**config.mk**
```make
export PLATFORM = sky130hd
export DESIGN_NAME = touch_coord_fetch
export DESIGN_NICKNAME = d
export VERILOG_FILES = /design/src/rtl/touch_coord_fetch.sv
export SDC_FILE = /design/constraint.sdc
export NUM_CORES = 1
export LEC_CHECK = 0
export CAP_MARGIN = 0
export CORE_MARGIN = 5
export CORE_UTILIZATION = 56
export DETAILED_ROUTE_END_ITERATION = 8
export GPL_TIMING_DRIVEN = 0
export PLACE_DENSITY = 0.8
export RECOVER_POWER = 50
export SYNTH_ARGS = -nofsm -noshare
export SYNTH_HDL_FRONTEND = slang
export SYNTH_SLANG_ARGS = --single-unit
```
**constraint.sdc**
```tcl
create_clock -name clk -period 5.06 [get_ports clk]
set_input_delay 0.506 -clock clk [delete_from_list [all_inputs] [get_ports clk]]
set_output_delay 0.506 -clock clk [all_outputs]
set_load 0.005 [all_outputs]
```
**src/rtl/touch_coord_fetch.sv**
```systemverilog
// Polls a capacitive touch controller over a byte-wide I2C master and reports clamped {x,y} coordinates.
// Latency: one poll is POLL_DIV idle cycles plus up to six byte transactions; coord_valid follows the clear write by 2 cycles.
// Backpressure: one transaction outstanding at a time; waits on i2c_done, aborts after TIMEOUT cycles or on NACK.
module touch_coord_fetch #(
  parameter int INIT_WAIT = 2_500_000,
  parameter int POLL_DIV  = 500_000,
  parameter int TIMEOUT   = 100_000,
  parameter int H_ACT     = 1024,
  parameter int V_ACT     = 600
) (
  input  logic        clk,
  input  logic        reset,
  output logic        i2c_exec,
  output logic        i2c_rh_wl,
  output logic [15:0] i2c_addr,
  output logic [7:0]  i2c_data_w,
  input  logic [7:0]  i2c_data_r,
  input  logic        i2c_done,
  input  logic        i2c_ack,
  output logic [31:0] data_out,
  output logic        touch_pressed,
  output logic        coord_valid,
  output logic [7:0]  err_cnt
);

  typedef enum logic [3:0] {
    INIT, IDLE, RD_STAT, RD_XL, RD_XH, RD_YL, RD_YH, CLR_STAT, UPDATE
  } state_t;

  localparam logic [15:0] ADDR_STAT = 16'h814E;
  localparam logic [15:0] ADDR_XL   = 16'h8150;
  localparam logic [15:0] ADDR_XH   = 16'h8151;
  localparam logic [15:0] ADDR_YL   = 16'h8152;
  localparam logic [15:0] ADDR_YH   = 16'h8153;

  localparam logic [15:0] X_MAX = 16'(H_ACT - 1);
  localparam logic [15:0] Y_MAX = 16'(V_ACT - 1);

  localparam logic [31:0] INIT_LAST = 32'(INIT_WAIT - 1);
  localparam logic [31:0] POLL_LAST = 32'(POLL_DIV - 1);
  localparam logic [31:0] TMO_LAST  = 32'(TIMEOUT - 1);

  state_t      state_q, state_d;
  logic [31:0] timer_q, timer_d;
  logic        issued_q, issued_d;     // exec already pulsed in the current transaction state
  logic [7:0]  xl_q, xl_d;
  logic [7:0]  xh_q, xh_d;
  logic [7:0]  yl_q, yl_d;
  logic [31:0] pend_q, pend_d;         // coordinate waiting for the status clear to finish
  logic        pend_press_q, pend_press_d;
  logic [31:0] data_out_q, data_out_d;
  logic        pressed_q, pressed_d;
  logic        coord_valid_q, coord_valid_d;
  logic [7:0]  err_q, err_d;

  logic        in_xact;
  logic        abort;
  logic [15:0] x_raw, y_raw, x_clamp, y_clamp;

  // Transaction states share the exec/wait/timeout handling.
  always_comb begin
    in_xact = (state_q == RD_STAT) || (state_q == RD_XL) || (state_q == RD_XH) ||
              (state_q == RD_YL)   || (state_q == RD_YH) || (state_q == CLR_STAT);
  end

  // Bus request fields decode straight from the state so they stay put for the whole transaction.
  always_comb begin
    i2c_exec   = in_xact && !issued_q;
    i2c_rh_wl  = (state_q != CLR_STAT);
    i2c_data_w = 8'h00;                // the only write ever issued clears the status register
    unique case (state_q)
      RD_STAT, CLR_STAT: i2c_addr = ADDR_STAT;
      RD_XL:             i2c_addr = ADDR_XL;
      RD_XH:             i2c_addr = ADDR_XH;
      RD_YL:             i2c_addr = ADDR_YL;
      RD_YH:             i2c_addr = ADDR_YH;
      default:           i2c_addr = 16'h0000;
    endcase
  end

  // Assemble and clamp the coordinate; YH is taken directly from the bus in its done cycle.
  always_comb begin
    x_raw   = {xh_q, xl_q};
    y_raw   = {i2c_data_r, yl_q};
    x_clamp = (x_raw > X_MAX) ? X_MAX : x_raw;
    y_clamp = (y_raw > Y_MAX) ? Y_MAX : y_raw;
  end

  // Next-state and datapath control for the poll sequence.
  always_comb begin
    state_d       = state_q;
    timer_d       = timer_q;
    issued_d      = issued_q;
    xl_d          = xl_q;
    xh_d          = xh_q;
    yl_d          = yl_q;
    pend_d        = pend_q;
    pend_press_d  = pend_press_q;
    data_out_d    = data_out_q;
    pressed_d     = pressed_q;
    coord_valid_d = 1'b0;
    err_d         = err_q;
    abort         = 1'b0;

    unique case (state_q)
      INIT: begin
        if (timer_q == INIT_LAST) begin
          state_d = IDLE;
          timer_d = '0;
        end else begin
          timer_d = timer_q + 32'd1;
        end
      end

      IDLE: begin
        if (timer_q == POLL_LAST) begin
          state_d  = RD_STAT;
          timer_d  = '0;
          issued_d = 1'b0;
        end else begin
          timer_d = timer_q + 32'd1;
        end
      end

      RD_STAT, RD_XL, RD_XH, RD_YL, RD_YH, CLR_STAT: begin
        if (!issued_q) begin
          // exec cycle: any done seen now belongs to nothing we issued
          issued_d = 1'b1;
          timer_d  = '0;
        end else if (i2c_done) begin
          if (i2c_ack) begin
            abort = 1'b1;
          end else begin
            issued_d = 1'b0;
            unique case (state_q)
              RD_STAT: begin
                if (!i2c_data_r[7]) begin
                  state_d = IDLE;
                  timer_d = '0;
                end else if (i2c_data_r[3:0] == 4'd0) begin
                  pend_d       = 32'h0;
                  pend_press_d = 1'b0;
                  state_d      = CLR_STAT;
                end else if (i2c_data_r[3:0] <= 4'd5) begin
                  state_d = RD_XL;
                end else begin
                  abort = 1'b1;
                end
              end
              RD_XL: begin
                xl_d    = i2c_data_r;
                state_d = RD_XH;
              end
              RD_XH: begin
                xh_d    = i2c_data_r;
                state_d = RD_YL;
              end
              RD_YL: begin
                yl_d    = i2c_data_r;
                state_d = RD_YH;
              end
              RD_YH: begin
                pend_d       = {x_clamp, y_clamp};
                pend_press_d = 1'b1;
                state_d      = CLR_STAT;
              end
              default: begin
                state_d = UPDATE;
              end
            endcase
          end
        end else if (timer_q >= TMO_LAST) begin
          abort = 1'b1;
        end else begin
          timer_d = timer_q + 32'd1;
        end
      end

      UPDATE: begin
        data_out_d    = pend_q;
        pressed_d     = pend_press_q;
        coord_valid_d = 1'b1;
        state_d       = IDLE;
        timer_d       = '0;
      end

      default: begin
        state_d = INIT;
        timer_d = '0;
      end
    endcase

    // Aborted polls keep the last reported point and only bump the error count.
    if (abort) begin
      state_d  = IDLE;
      timer_d  = '0;
      issued_d = 1'b0;
      if (err_q != 8'hFF) begin
        err_d = err_q + 8'd1;
      end
    end
  end

  // State and output registers; reset drops everything and restarts the power-up wait.
  always_ff @(posedge clk or negedge reset) begin
    if (!reset) begin
      state_q       <= INIT;
      timer_q       <= '0;
      issued_q      <= 1'b0;
      xl_q          <= '0;
      xh_q          <= '0;
      yl_q          <= '0;
      pend_q        <= '0;
      pend_press_q  <= 1'b0;
      data_out_q    <= '0;
      pressed_q     <= 1'b0;
      coord_valid_q <= 1'b0;
      err_q         <= '0;
    end else begin
      state_q       <= state_d;
      timer_q       <= timer_d;
      issued_q      <= issued_d;
      xl_q          <= xl_d;
      xh_q          <= xh_d;
      yl_q          <= yl_d;
      pend_q        <= pend_d;
      pend_press_q  <= pend_press_d;
      data_out_q    <= data_out_d;
      pressed_q     <= pressed_d;
      coord_valid_q <= coord_valid_d;
      err_q         <= err_d;
    end
  end

  assign data_out      = data_out_q;
  assign touch_pressed = pressed_q;
  assign coord_valid   = coord_valid_q;
  assign err_cnt       = err_q;

endmodule

```
==> results.py, run 1 <==
metrics = {
    "global_route": {
        "grt_pass1_wl_mm": 27.1,
        "antenna_found_initial": 0,
        "track_usage": 0.237,
        "overflow": 0,
        "grt_start_max_net_pins": 97,
        "grt_pass1_vias": 5346,
    },
    "power": {
        "p_per_area_mw_per_mm2": 486,
        "p_leak_nw": 3.79,
        "p_total_mw": 3.92,
        "peakVddDrop_v": 0.000313,
    },
    "timing": {
        "finalHoldViolCount": 0,
        "slew_violations": 41,
        "finalClockSkew_ps": 7.50,
        "finalCritPeriodShare": 0.553,
        "maxSlewHeadroom": -0.604,
        "tightest_slew_ps": 2410,
        "rsz0062_at_grt": "false",
        "setup_viol": 0,
        "max_freq_ghz": 0.358,
        "post-route-min-period_ps": 2800,
    },
    "synthesis": {
        "synth_top_cell_by_area": "dfrtp_1",
        "syn_area_mm2": 0.00653,
        "netlist.area_leader.share": 0.521,
        "synth_cells": 612,
        "synth_area_leaders": "dfrtp_1 (52%), mux2_2 (10%), nand2_1 (3.3%), a31oi_1 (3.0%), nand3_1 (2.8%)",
        "synth.avg_cell_area_um2": 10.7,
        "ys.flop_type": "dfrtp_1",
        "yosys_warnings": 0,
        "synth-edff-count": 0,
        "async_flop_share": 1.00,
        "synth-seq-area-share": 0.521,
        "ys_types": 61,
        "ys_seq_elements": 136,
        "synth_common_cells": "dfrtp_1 (136), mux2_2 (58), nand2_1 (57)",
        "yosysMostFrequentCell": "dfrtp_1",
    },
    "floorplanning": {
        "start_util": 0.572,
        "die_y_um": 118,
        "io_pins": 80,
        "die_width_um": 118,
        "rows": 39,
        "dieArea_mm2": 0.0139,
        "coreArea_mm2": 0.0114,
    },
    "outcome": {
        "violations": "max-capacitance violations, max-slew violations",
        "run_status": "finished with violations",
    },
    "routing": {
        "wire_per_inst_um": 18.7,
        "drt_wl_total_mm": 16.2,
        "post-route-drc-count": 0,
        "via_count": 5299,
        "ant_nets": 0,
        "viasPerCell": 6.13,
        "drt-initial-drc-count": 481,
        "drtPass1Iterations": 5,
    },
    "clocking": {
        "clk_pin_slew_worst_paths_ps": 60,
        "post_cts_resized": 0,
        "hold_buffers": 0,
        "cts_sinks": 136,
        "root_buffer": "clkbuf_16",
        "cts-buffers-inserted": 17,
        "cts_tree": "yes",
        "clockBufferDepth": 2,
        "htreeDepth": 4,
        "insertion_delay_ps": 420,
        "cts_setup_buffers": 0,
    },
    "setup_path": {
        "cp.arrival_ps": 2290,
        "end_kind": "primary output",
        "worst_setup_path_start_kind": "flop",
        "critPathRequiredTime_ps": 4550,
        "path_max_fanout": 9,
        "worstSetupPathType": "flop to primary output",
    },
    "finish": {
        "final_nets": 723,
        "antenna_cells": 0,
        "area_delta_synth_final_pct": 23.3,
        "layout-drive-gt1-share": 0.191,
        "final_util": 0.706,
    },
    "hold_path": {
        "min_path_type": "flop to flop",
    },
    "job": {
        "cap_viol_max_count": 1,
    },
    "placed_design": {
        "port_buffers": 62,
        "place_hpwl_mm": 11.1,
        "place.gp.congestion": 0.934,
    },
}
placed cells by master (no fill, tap or decap), types with 5 or more instances in the layout:
cell type / count
o31ai_1: 5
nor3_1: 22
and3_1: 21
a41oi_1: 6
o21ai_1: 5
buf_6: 5
dfrtp_1: 136
dlygate4sd3_1: 26
buf_2: 16
clkdlybuf4s50_1: 35
inv_1: 5
clkbuf_16: 17
a21oi_1: 22
nand2_1: 57
buf_4: 19
nor2_1: 29
xnor2_1: 5
a31oi_1: 31
and2_1: 6
nor4_1: 6
and4_1: 7
nand3_1: 36
mux2_2: 58
clkbuf_1: 25
xor2_1: 6
conb_1: 16
a32oi_1: 6
or3_1: 7
nand4_1: 12
worst max-delay path, stage by stage, from the launching register on:
cell and delay (ps):
dfrtp_1 350, buf_2 170, nor4b_2 490, inv_1 120
nand2_1 130, buf_4 120, clkdlybuf4s50_1 480
cell families after synthesis:
| group | Yosys count | synth area share |
|---|---|---|
| mux | 62 | 0.106 |
| simple gates | 226 | 0.182 |
| flops | 136 | 0.521 |
| fa+ha+maj | 2 | 0.00383 |
| buf+inv | 71 | 0.0605 |
| xor+xnor | 11 | 0.0147 |
| compound gates | 103 | 0.111 |
| other cells | 1 | 0.000574 |
per-stage QoR:
step	hold slack (ps)	instance area [um^2]	std cells	setup WS, ps	setup TNS (ps)
final	482	8060	864	2260	0
after floorplan	210	6590	627	2860	0
after global routing	506	8060	864	2090	0
after global placement	463	7390	832	-1640	-222450
after detailed placement	452	7420	833	1990	0
after CTS	11.8	8060	864	2270	0
per-layer routing:
metal | track usage | wire, um | vias up
met1 | 0.304 | 6650 | 2615
met5 | 0 | 0 | -
met3 | 0.0577 | 1010 | 48
met4 | 0.110 | 487 | 0
li1 | - | - | 2412
met2 | 0.379 | 8020 | 224
layout make-up:
cell class | count | area, um^2
flip-flops and latches | 136 | 3400
fillers | 849 | 3360
multi-input cells | 420 | 2790
repair buffers | 63 | 642
clock buffers | 21 | 480
plain buffers | 65 | 373
well taps | 143 | 179
clock inverters | 10 | 165
inverters | 6 | 22.5
power breakdown:
part           total (mW)  switching (mW)  internal, mW
sequential           1.49           0.161          1.32
combinational        1.10           0.581         0.514
clock                1.34           0.458         0.877
flip-flops by register name (all words and copies together) (netlist names):
| register | flops |
|---|---|
| data_out | 32 |
| pend_q | 32 |
| timer_q | 32 |
| err_cnt | 8 |
| xh_q | 8 |
| xl_q | 8 |
| yl_q | 8 |
| state_q | 4 |
| coord_valid | 1 |
| issued_q | 1 |
| pend_press_q | 1 |
| touch_pressed | 1 |
worst paths after layout:
check                        startpoint      endpoint  slack [ps]  depth (start not counted)
min                        pend_press_q  pend_press_q         480                          2
max                          state_q[2]   i2c_addr[3]        2260                          6
min in group asynchronous         reset    pend_q[27]         820                          1
max reg2reg                  timer_q[0]   timer_q[12]        2280                          8
min reg2reg                pend_press_q  pend_press_q         480                          2
max in group asynchronous         reset   timer_q[30]        2870                          1
No activity file was read; power rests on OpenSTA's default activity.
==> run 2: changes to the inputs <==
==> constraint.sdc (replaced) <==
create_clock -name clk -period 2.88 [get_ports clk]
set_input_delay 0.288 -clock clk [delete_from_list [all_inputs] [get_ports clk]]
set_output_delay 0.288 -clock clk [all_outputs]
set_load 0.005 [all_outputs]
==> results.py, run 2 (same netlist as run 1, synthesis figures left out) <==
metrics = {
    "global_route": {
        "antenna_found_initial": 0,
        "use_met2": 0.380,
        "track_usage": 0.237,
        "overflow": 0,
        "grt_pass1_wl_mm": 27.1,
        "busiest_layer": "met2",
        "groute.layer.met3.usage": 0.0572,
        "met1_usage": 0.305,
        "grt_start_max_net_pins": 97,
        "grt_pass1_vias": 5351,
    },
    "job": {
        "cap_viol_max_count": 1,
    },
    "timing": {
        "max_freq_ghz": 0.379,
        "rsz0062_at_grt": "false",
        "finalClockSkew_ps": 5.96,
        "post-route-min-period_ps": 2640,
        "maxSlewHeadroom": -0.324,
        "tightest_slew_ps": 1990,
        "finalHoldViolCount": 0,
        "slew_violations": 41,
        "setup_viol": 0,
        "finalCritPeriodShare": 0.916,
    },
    "routing": {
        "drt_wl_total_mm": 16.1,
        "ant_nets": 0,
        "viasPerCell": 6.10,
        "via_count": 5274,
        "post-route-drc-count": 0,
        "wire_per_inst_um": 18.6,
        "drt-initial-drc-count": 488,
        "drtPass1Iterations": 5,
    },
    "hold_path": {
        "min_path_type": "input pin to flop",
    },
    "floorplanning": {
        "io_pins": 80,
        "die_y_um": 118,
        "rows": 39,
        "die_width_um": 118,
        "start_util": 0.572,
        "dieArea_mm2": 0.0139,
        "coreArea_mm2": 0.0114,
    },
    "setup_path": {
        "critPathRequiredTime_ps": 3200,
        "cp.arrival_ps": 2960,
        "end_kind": "flop",
        "worstSetupPathType": "flop to flop",
        "worst_setup_path_start_kind": "flop",
        "path_max_fanout": 10,
    },
    "outcome": {
        "violations": "max-capacitance violations, max-slew violations",
        "run_status": "finished with violations",
    },
    "clocking": {
        "cts-buffers-inserted": 17,
        "clockBufferDepth": 2,
        "cts_tree": "yes",
        "clk_pin_slew_worst_paths_ps": 60,
        "htreeDepth": 4,
        "root_buffer": "clkbuf_16",
        "insertion_delay_ps": 420,
        "cts_sinks": 136,
    },
    "finish": {
        "final_cell_mix": "dfrtp_1 (136), mux2_2 (58), nand2_1 (57)",
        "fillers": 840,
        "area_delta_synth_final_pct": 23.9,
        "layout-drive-gt1-share": 0.195,
        "layout_commonest_cell": "dfrtp_1",
        "final_cells": 865,
        "antenna_cells": 0,
        "final_nets": 724,
    },
    "placed_design": {
        "port_buffers": 62,
        "place_hpwl_mm": 11.1,
        "dp_cells": 833,
        "place.gp.congestion": 0.934,
    },
    "power": {
        "p_per_area_mw_per_mm2": 851,
        "p_total_mw": 6.88,
        "peakVddDrop_v": 0.000551,
        "p_leak_nw": 3.79,
    },
}
run 2: cell count changes in the layout (fill, tap and decap cells not counted), sizes merged:
cell | previous run | this run
buf | 42 | 41
dlygate4sd3 | 26 | 27
dlygate4sd2 | 0 | 1
run 2: power by group:
group | switching [mW] | leakage [nW] | internal [mW]
Sequential | 0.283 | 1.83 | 2.33
Clock | 0.805 | 0.320 | 1.54
Combinational | 1.02 | 1.64 | 0.908
Total | 2.11 | 3.79 | 4.78
run 2: worst max-delay path, cell delays in order (launching register included):
cell      delay, ps
dfrtp_1         350
clkbuf_1        220
or4_1           540
a211oi_2        260
a41oi_4         230
a21oi_2         440
buf_2           330
a32oi_1          90
o31ai_1          80
run 2: per-layer routing:
| layer | share of wire | vias to the layer above | wire [um] |
|---|---|---|---|
| met5 | 0 | - | 0 |
| met3 | 0.062 | 44 | 1000 |
| met1 | 0.42 | 2592 | 6770 |
| met2 | 0.49 | 229 | 7840 |
| li1 | - | 2409 | - |
| met4 | 0.032 | 0 | 512 |
run 2: final timing paths:
path	start	endpoint	slack, ps	depth (start not counted)
worst max-delay path	timer_q[24]	timer_q[12]	240	8
worst min-delay path	i2c_data_r[7]	yl_q[7]	470	2
worst max register to register	timer_q[24]	timer_q[12]	240	8
worst min register to register	pend_press_q	pend_press_q	480	2
max in group asynchronous	reset	data_out[5]	540	3
min in group asynchronous	reset	pend_q[29]	1120	2
run 2: per-stage QoR:
stage	area [um^2]	setup slack (ps)	setup TNS, ps	hold WS [ps]	util
after floorplan	6590	691	0	-7.59	-
after global placement	7390	-3600	-489280	463	0.647
after detailed placement	7420	31.2	0	234	0.650
after CTS	8070	147	0	369	0.707
after global routing	8090	89.4	0	471	0.709
final	8090	242	0	471	0.709
run 2: what timing repair did:
action	4_1_cts	5_1_grt
hold endpoints to repair	40	0
endpoints found under the setup margin	0	16
buffers inserted	0	0
hold buffers	1	0
gates resized for setup	0	4
run 2: area by class of cell:
| cell class | instances | area, um^2 | share of cell area |
|---|---|---|---|
| Multi-Input combinational cell | 420 | 2810 | 0.348 |
| Clock inverter | 10 | 165 | 0.0204 |
| Inverter | 6 | 22.5 | 0.00278 |
| Clock buffer | 21 | 480 | 0.0594 |
| Timing Repair Buffer | 64 | 657 | 0.0812 |
| Buffer | 65 | 374 | 0.0462 |
| Tap cell | 143 | 179 | 0.0221 |
| Sequential cell | 136 | 3400 | 0.420 |
